`config.mk`:
```
export PLATFORM = sky130hd
export DESIGN_NAME = multicycle_controller
export DESIGN_NICKNAME = d
export VERILOG_FILES = /design/src/rtl/multicycle_controller_pkg.sv /design/src/rtl/multicycle_controller_instr_class_decode.sv /design/src/rtl/multicycle_controller.sv
export SDC_FILE = /design/constraint.sdc
export NUM_CORES = 1
export LEC_CHECK = 0
export ABC_AREA = 1
export CELL_PAD_IN_SITES_DETAIL_PLACEMENT = 1
export CELL_PAD_IN_SITES_GLOBAL_PLACEMENT = 1
export CORE_UTILIZATION = 24
export CTS_BUF_LIST = sky130_fd_sc_hd__clkbuf_8 sky130_fd_sc_hd__clkbuf_16
export CTS_CLUSTER_DIAMETER = 30
export DETAILED_ROUTE_END_ITERATION = 10
export MAX_ROUTING_LAYER = met4
export PLACE_DENSITY_LB_ADDON = 0.1
export SLEW_MARGIN = 20
export SYNTH_ARGS = -nofsm -noshare
export SYNTH_HDL_FRONTEND = slang
export SYNTH_HIERARCHICAL = 1
export SYNTH_SLANG_ARGS = --single-unit
```
`constraint.sdc`:
```
create_clock -name clk -period 1.61 [get_ports clk]
set_input_delay 0.483 -clock clk [delete_from_list [all_inputs] [get_ports clk]]
set_output_delay 0.483 -clock clk [all_outputs]
set_load 0.02 [all_outputs]
```
`src/rtl/multicycle_controller_pkg.sv`:
```
// Shared encodings for the multi-cycle CPU control path (states, opcodes, ALUOp, mux selects).
// Latency: n/a (constants only).
// Backpressure: n/a.
package multicycle_controller_pkg;

  typedef enum logic [3:0] {
    S_IF, S_ID, S_EX_MEM, S_MEM_RD, S_WB_MEM, S_MEM_WR, S_EX_R,
    S_WB_R, S_EX_I, S_WB_I, S_BR, S_J, S_JAL, S_JR
  } state_t;

  // Where the FSM goes after ID.
  typedef enum logic [2:0] {
    CLS_NOP, CLS_MEM, CLS_R, CLS_JR, CLS_I, CLS_BR, CLS_J, CLS_JAL
  } instr_class_t;

  localparam logic [5:0] OP_RTYPE = 6'h00;
  localparam logic [5:0] OP_J     = 6'h02;
  localparam logic [5:0] OP_JAL   = 6'h03;
  localparam logic [5:0] OP_BEQ   = 6'h04;
  localparam logic [5:0] OP_BNE   = 6'h05;
  localparam logic [5:0] OP_ADDI  = 6'h08;
  localparam logic [5:0] OP_ADDIU = 6'h09;
  localparam logic [5:0] OP_SLTI  = 6'h0A;
  localparam logic [5:0] OP_SLTIU = 6'h0B;
  localparam logic [5:0] OP_ANDI  = 6'h0C;
  localparam logic [5:0] OP_LUI   = 6'h0F;
  localparam logic [5:0] OP_LW    = 6'h23;
  localparam logic [5:0] OP_SW    = 6'h2B;

  localparam logic [5:0] FN_SLL  = 6'h00;
  localparam logic [5:0] FN_SRL  = 6'h02;
  localparam logic [5:0] FN_SRA  = 6'h03;
  localparam logic [5:0] FN_JR   = 6'h08;
  localparam logic [5:0] FN_JALR = 6'h09;

  // ALUOp[2:0] base operation; ALUOp[3] is the unsigned flag.
  localparam logic [2:0] ALU_ADD   = 3'b000;
  localparam logic [2:0] ALU_SUB   = 3'b001;
  localparam logic [2:0] ALU_FUNCT = 3'b010;
  localparam logic [2:0] ALU_AND   = 3'b100;
  localparam logic [2:0] ALU_SLT   = 3'b101;

  localparam logic [1:0] MTR_ALUOUT = 2'b00;
  localparam logic [1:0] MTR_MDR    = 2'b01;
  localparam logic [1:0] MTR_PC     = 2'b10;

  localparam logic [1:0] DST_RT = 2'b00;
  localparam logic [1:0] DST_RD = 2'b01;
  localparam logic [1:0] DST_RA = 2'b10;

  localparam logic [1:0] SRCA_PC    = 2'b00;
  localparam logic [1:0] SRCA_RS    = 2'b01;
  localparam logic [1:0] SRCA_SHAMT = 2'b10;

  localparam logic [1:0] SRCB_RT      = 2'b00;
  localparam logic [1:0] SRCB_FOUR    = 2'b01;
  localparam logic [1:0] SRCB_IMM     = 2'b10;
  localparam logic [1:0] SRCB_IMM_SH2 = 2'b11;

  localparam logic [1:0] PCSRC_ALU    = 2'b00;
  localparam logic [1:0] PCSRC_ALUOUT = 2'b01;
  localparam logic [1:0] PCSRC_JUMP   = 2'b10;
  localparam logic [1:0] PCSRC_RS     = 2'b11;

endpackage

```
`src/rtl/multicycle_controller_instr_class_decode.sv`:
```
// Combinational opcode/funct classifier: post-ID class plus shift/unsigned/jalr flags. BNE_EN adds bne.
// Latency: 0 cycles (pure combinational).
// Backpressure: none.
module instr_class_decode
  import multicycle_controller_pkg::*;
(
  input  logic [5:0] OpCode,
  input  logic [5:0] Funct,
  output logic [2:0] instr_class,
  output logic       is_shift,
  output logic       is_unsigned,
  output logic       is_jalr
);

  // Classify the latched instruction; unknown opcodes fall through as nop.
  always_comb begin
    instr_class = CLS_NOP;
    is_shift    = (Funct == FN_SLL) || (Funct == FN_SRL) || (Funct == FN_SRA);
    is_jalr     = (Funct == FN_JALR);
    is_unsigned = OpCode[0];
    case (OpCode)
      OP_LW, OP_SW: instr_class = CLS_MEM;
      OP_RTYPE:     instr_class = ((Funct == FN_JR) || (Funct == FN_JALR)) ? CLS_JR : CLS_R;
      OP_ADDI, OP_ADDIU, OP_SLTI, OP_SLTIU, OP_ANDI, OP_LUI:
                    instr_class = CLS_I;
      OP_BEQ:       instr_class = CLS_BR;
`ifdef BNE_EN
      OP_BNE:       instr_class = CLS_BR;
`endif
      OP_J:         instr_class = CLS_J;
      OP_JAL:       instr_class = CLS_JAL;
      default:      instr_class = CLS_NOP;
    endcase
  end

endmodule

```
`src/rtl/multicycle_controller.sv`:
```
// Main multi-cycle CPU control FSM driving all datapath enables/selects and ALUOp. BNE_EN enables bne.
// Latency: lw 5, R/I-ALU/sw 4, branch/jump 3, illegal 2 cycles; outputs combinational from state.
// Backpressure: none; the FSM advances every cycle, reset aborts the current instruction.
module multicycle_controller
  import multicycle_controller_pkg::*;
(
  input  logic       clk,
  input  logic       reset,
  input  logic [5:0] OpCode,
  input  logic [5:0] Funct,
  output logic       PCWrite,
  output logic       PCWriteCond,
  output logic       BranchNe,
  output logic       IorD,
  output logic       MemRead,
  output logic       MemWrite,
  output logic       IRWrite,
  output logic [1:0] MemtoReg,
  output logic [1:0] RegDst,
  output logic       RegWrite,
  output logic       ExtOp,
  output logic       LuiOp,
  output logic [1:0] ALUSrcA,
  output logic [1:0] ALUSrcB,
  output logic [3:0] ALUOp,
  output logic [1:0] PCSource
);

  state_t     state, next_state;
  logic [2:0] cls_raw;
  logic       is_shift, is_unsigned, is_jalr;
  logic [2:0] imm_alu;

  instr_class_decode u_decode (
    .OpCode      (OpCode),
    .Funct       (Funct),
    .instr_class (cls_raw),
    .is_shift    (is_shift),
    .is_unsigned (is_unsigned),
    .is_jalr     (is_jalr)
  );

  // Map the class reported by the decoder onto the first post-ID state.
  function automatic state_t class_to_state(input logic [2:0] c);
    case (instr_class_t'(c))
      CLS_MEM: return S_EX_MEM;
      CLS_R:   return S_EX_R;
      CLS_JR:  return S_JR;
      CLS_I:   return S_EX_I;
      CLS_BR:  return S_BR;
      CLS_J:   return S_J;
      CLS_JAL: return S_JAL;
      default: return S_IF;
    endcase
  endfunction

  // Base ALU operation for the immediate-ALU group.
  always_comb begin
    case (OpCode)
      OP_ANDI:           imm_alu = ALU_AND;
      OP_SLTI, OP_SLTIU: imm_alu = ALU_SLT;
      default:           imm_alu = ALU_ADD;
    endcase
  end

  // State register; reset always restarts at fetch.
  always_ff @(posedge clk) begin
    if (reset) state <= S_IF;
    else       state <= next_state;
  end

  // Next-state and Moore outputs; reset forces every output low.
  always_comb begin
    next_state  = S_IF;
    PCWrite     = 1'b0;
    PCWriteCond = 1'b0;
    BranchNe    = 1'b0;
    IorD        = 1'b0;
    MemRead     = 1'b0;
    MemWrite    = 1'b0;
    IRWrite     = 1'b0;
    MemtoReg    = MTR_ALUOUT;
    RegDst      = DST_RT;
    RegWrite    = 1'b0;
    ExtOp       = 1'b0;
    LuiOp       = 1'b0;
    ALUSrcA     = SRCA_PC;
    ALUSrcB     = SRCB_RT;
    ALUOp       = {1'b0, ALU_ADD};
    PCSource    = PCSRC_ALU;
    if (!reset) begin
      case (state)
        S_IF: begin
          MemRead = 1'b1;
          IRWrite = 1'b1;
          PCWrite = 1'b1;
          ALUSrcB = SRCB_FOUR;
          next_state = S_ID;
        end
        S_ID: begin
          // Precompute the branch target into ALUOut.
          ALUSrcB    = SRCB_IMM_SH2;
          next_state = class_to_state(cls_raw);
        end
        S_EX_MEM: begin
          ALUSrcA    = SRCA_RS;
          ALUSrcB    = SRCB_IMM;
          ExtOp      = 1'b1;
          next_state = (OpCode == OP_SW) ? S_MEM_WR : S_MEM_RD;
        end
        S_MEM_RD: begin
          MemRead    = 1'b1;
          IorD       = 1'b1;
          next_state = S_WB_MEM;
        end
        S_WB_MEM: begin
          RegWrite = 1'b1;
          MemtoReg = MTR_MDR;
        end
        S_MEM_WR: begin
          MemWrite = 1'b1;
          IorD     = 1'b1;
        end
        S_EX_R: begin
          ALUOp      = {1'b0, ALU_FUNCT};
          ALUSrcA    = is_shift ? SRCA_SHAMT : SRCA_RS;
          next_state = S_WB_R;
        end
        S_WB_R: begin
          RegWrite = 1'b1;
          RegDst   = DST_RD;
        end
        S_EX_I: begin
          ALUSrcA    = SRCA_RS;
          ALUSrcB    = SRCB_IMM;
          ExtOp      = (OpCode != OP_ANDI);
          LuiOp      = (OpCode == OP_LUI);
          ALUOp      = {is_unsigned, imm_alu};
          next_state = S_WB_I;
        end
        S_WB_I: RegWrite = 1'b1;
        S_BR: begin
          ALUSrcA     = SRCA_RS;
          ALUOp       = {1'b0, ALU_SUB};
          PCWriteCond = 1'b1;
          PCSource    = PCSRC_ALUOUT;
`ifdef BNE_EN
          BranchNe    = OpCode[0];
`endif
        end
        S_J: begin
          PCWrite  = 1'b1;
          PCSource = PCSRC_JUMP;
        end
        S_JAL: begin
          // PC already holds PC+4, which is the link value.
          PCWrite  = 1'b1;
          PCSource = PCSRC_JUMP;
          RegWrite = 1'b1;
          RegDst   = DST_RA;
          MemtoReg = MTR_PC;
        end
        S_JR: begin
          PCWrite  = 1'b1;
          PCSource = PCSRC_RS;
          if (is_jalr) begin
            RegWrite = 1'b1;
            RegDst   = DST_RD;
            MemtoReg = MTR_PC;
          end
        end
        default: next_state = S_IF;
      endcase
    end
  end

endmodule

```
==> metrics.txt, run 1 <==
pin count of the biggest net entering global routing=9; total placed cells including tap cells=250; most area-hungry cell type in the Yosys netlist=nand2_1; instance count of the mapped netlist=150; share of the yosys chip area belonging to registers=10.8%; Synthesis Warnings=6; post-synthesis area per instance=4.96 um2; fraction of synthesized cell area taken by the top area cell type=19.2%; TritonCTS Sinks=4; number of antenna violations at the first check in global routing=0; Top Ports=38; cell types with the largest area share after synthesis=nand2_1 (19%), nor2_1 (14%), dfxtp_1 (11%); register bit total from synthesis=4; syn_nets=164; number of library cell types mapped by synthesis=25; Placer Congestion=0.878; hold buffer count at CTS=0; master cell of the clock root buffer=clkbuf_8; die height=57.7 um; PortBufs=36; die width=slightly below 60 um; half-perimeter wire length after placement=2700 um; total number of H-tree levels=1; number of rows created at floorplan=19; Run Error=[ERROR DPL-0033] detailed placement checks failed during check placement.; Bufs on Longest Clock Path=2; effective utilization at floorplan=26.1%; Post-Syn Area=744 um2; Num CTS Buffers=3; worst-path endpoint category=output port; stopping stage=global routing; result of the run=stopped before the end; worst_ep grt=RegWrite
## synth_stat cells (all sizes together)
cell type and number:
conb 1, clkbuf 1, a22oi 1, nor3b 1, buf 3, a31oi 2, nand4 3, a21oi 10
dfxtp 4, nand2 40, o31ai 1, o21ai 2, inv 25, o22ai 1, a21o 1, nor2 36
a211oi 1, nor3 2, clkinv 2, nand3 13
## logic make-up after synthesis
group                  synth area share (%)
AOI/OAI and AO/OA                      14.6
buffers and inverters                  16.8
DFF                                    10.8
and+or+nand+nor                        57.3
other                                 0.504
## per-stage QoR
| step | util (%) | instance area (um2) | setup WS, ps |
|---|---|---|---|
| CTS | 58.9 | 1680 | -371 |
| detailed placement | 51.8 | 1480 | -1190 |
| global placement | 51.8 | 1480 | -1150 |
| floorplan | - | 825 | -90.6 |
## what timing repair did
action,in CTS
pin swaps,29
endpoints found under the setup margin,27
setup buffers,10
resized for setup,204
==> run 2, diff against run 1 <==
--- a/config.mk
+++ b/config.mk
@@ -6,14 +6,10 @@
 export NUM_CORES = 1
 export LEC_CHECK = 0
 export ABC_AREA = 1
-export CELL_PAD_IN_SITES_DETAIL_PLACEMENT = 1
-export CELL_PAD_IN_SITES_GLOBAL_PLACEMENT = 1
-export CORE_UTILIZATION = 24
-export CTS_BUF_LIST = sky130_fd_sc_hd__clkbuf_8 sky130_fd_sc_hd__clkbuf_16
-export CTS_CLUSTER_DIAMETER = 30
+export CORE_AREA = 2 2 63 65
 export DETAILED_ROUTE_END_ITERATION = 10
-export MAX_ROUTING_LAYER = met4
-export PLACE_DENSITY_LB_ADDON = 0.1
+export DIE_AREA = 0 0 65 67
+export PLACE_DENSITY_LB_ADDON = 0.15
 export SLEW_MARGIN = 20
 export SYNTH_ARGS = -nofsm -noshare
 export SYNTH_HDL_FRONTEND = slang
==> metrics.txt, run 2 <==
result of the run=finished with violations; failing checks=setup timing; worst-case hold path end point=state[2]$_SDFF_PP0_; Num CTS Buffers=3; syn_nets=164; final setup violating endpoints=21; number of antenna violations at the first check in global routing=0; end of the worst register-to-register path=state[3]$_SDFF_PP0_; cell types with the largest area share after synthesis=nand2_1 (19%), nor2_1 (14%), dfxtp_1 (11%); Final Instance Count excl. Fillers=between 200 and 300; global routing met3 resource utilization=2.20%; most common library cells after synthesis=nand2_1 (38), nor2_1 (28), inv_1 (21); worst clock skew=3.33 ps; Die ar.=4360 um2; Largest register FFs=4; met2 usage=25.9%; TritonCTS clock tree=done; vias in the first global route=1163; R2R Setup Slk=230 ps; remaining design rule violation count=0; layout cell share with drive strength beyond 1=71.8%; pin count of the biggest net entering global routing=10; reported max-cap violation count=0; most common flop cell mapped by yosys=dfxtp_1; worst-path fanout max=5; Achievable Freq=517 MHz; FFs w/ async S/R, synth=0%; most area-hungry cell type in the Yosys netlist=nand2_1; Largest Register=state; register bit total from synthesis=4; total chip power=~690 uW; final wirelength=3300 um; hold violation total from the final report=0; total placed cells including tap cells=266; Top Ports=38; area used by sequential logic in the layout=95.1 um2; most frequent standard cell in the layout excluding fill and tap cells=buf_4; total number of H-tree levels=1; final max-slew violation count=0; cell count of the worst hold path=5; required time of the critical path=~1100 ps; Worst IR Drop VDD=0.268 mV; Synthesis Warnings=6; Routed WL per cell=roughly 11 um; clock transition time at the flip-flop clock pins of the worst setup and hold paths=~30 ps; worst-case reg-to-reg path depth=8; pwr/cell area=347 nW/um2; RSZ-0062 raised after global routing=yes; instance count of the mapped netlist=150; total inserted antenna cells=0; effective utilization at floorplan=20.6%; share of the synthesized area in compound gates (AO/OA/AOI/OAI)=14.6%; relative area change from synthesis to final layout=168%; number of rows created at floorplan=22; registers with the most flip-flops=state: 4 flops; Placer Congestion=0.761; fraction of synthesized cell area taken by the top area cell type=around a fifth; remaining number of nets flagged by the antenna check after routing=0; minimum clock period=slightly below 2000 ps; number of enable flip-flop cells after synthesis=0; met1 track utilization from global routing=approximately 17%; most used cells in the layout excluding fill and tap cells=buf_4 (46), buf_6 (33), nand2_1 (21), nor2_4 (18), nor2_1 (14); number of inserted filler cells in the final layout=335; cell with the most instances after synthesis=nand2_1; mean number of vias per cell=4.36; Overflow after GRT=0; post-synthesis share of cell area spent on full adders, half adders and majority gates=0%; xor-xnor portion of the synthesized cell area=0%; share of the yosys chip area belonging to registers=10.8%; type of destination of the critical path=output port; master cell of the clock root buffer=clkbuf_8; startpoint of the most critical hold path=OpCode[3]; launching element type of the critical path=flop; final cell utilization of the core=between 50% and 60%; dominant combinational cell family by area after synthesis=simple AND/OR/NAND/NOR gates; ratio of final minimum period to clock period=120%; TritonCTS Sinks=4; initial detailed-routing violation count=61; Overall Global Routing Usage=14.4%; die height=67 um; global routing's busiest layer=met2; worst-skew pair later-pin latency=~220 ps; global-route wire length before repair=4890 um; multi-input combinational cell area=878 um2; post-synthesis share of cell area spent on and, or, nand and nor gates=57.3%; critical path class=reg2out; worst endpoint data arrival time=between 1000 and 1500 ps; die width=between 60 and 70 um; half-perimeter wire length after placement=2230 um; beginning of the worst register-to-register path=state[0]$_SDFF_PP0_; class of the most critical hold timing path=in2reg; multiplexer share of the synthesized area=0%; PnR worst setup slack=-324 ps; post-synthesis area per instance=roughly 5 um2; standard cell core area=~3600 um2; PortBufs=36; number of detailed-routing iterations run before antenna repair=4; Bufs on Longest Clock Path=2; Post-Syn Area=744 um2; routed vias=1261; number of library cell types mapped by synthesis=25; nets=around 260; static leakage power=approximately 0.00095 uW
-- run 2: cell counts after synthesis --
No cell type changed its count.
-- run 2: area by class of cell --
cell class | instances | share of cell area, %
multi-input cells | 115 | 44.0
repair buffers | 92 | 40.4
inverters | 27 | 5.71
flip-flops and latches | 4 | 4.76
well taps | 48 | 3.01
clock buffers | 3 | 2.07
-- run 2: per-layer routing --
metal | up-vias | part of all wire [%]
met1 | 573 | 41
met3 | 4 | 4.0
met2 | 33 | 53
met4 | 0 | 1.7
li1 | 651 | -
met5 | - | 0
-- run 2: where the power goes --
part / internal (uW) / switching [uW] / total, uW
clock: 160 / 54.7 / 214
sequential: 101 / 13.4 / 115
combinational: 180 / 184 / 364
total: 441 / 252 / 693
-- run 2: worst max-delay path, stage by stage (launching register included) --
cell and delay [ps]:
dfxtp_4 370, nor2_4 170, inv_2 80, nor2_4 140, buf_12 130, o21ai_4 60, nor2_1 130, buf_4 150
-- run 2: timing repair --
item / in CTS / in global routing
hold buffers: 0 / 0
setup buffers: 12 / 9
pin swaps: 27 / 30
resized for setup: 216 / 66
setup endpoints to repair: 27 / 27
endpoints found under the hold margin: 0 / 0
-- run 2: cells by family after synthesis --
family	count (synthesis)
AND/OR/NAND/NOR	95
buffers and inverters	31
AO/OA/AOI/OAI	19
flip-flops	4
other	1
-- run 2: metrics by stage --
step	area (um2)	hold WS [ps]	setup slack, ps	TNS, ps
global placement	1490	757	-1150	-21560
detailed placement	1490	756	-1190	-21680
global route	2000	700	-377	-5380
floorplan	825	590	-90.6	-618
finish	2000	657	-324	-4140
CTS	1760	735	-336	-4390
-- run 2: worst max-delay path by stage --
stage	endpoint	from	slack, ps	depth (start not counted)
after floorplan	RegWrite	Funct[2]	-90	7
after global placement	RegWrite	Funct[2]	-1150	9
after detailed placement	RegWrite	Funct[2]	-1190	9
after CTS	RegWrite	Funct[5]	-340	9
after global routing	RegWrite	Funct[5]	-380	9
final	ExtOp	state[0]$_SDFF_PP0_	-320	7
Note: power is estimated with default switching activity, not from simulation.
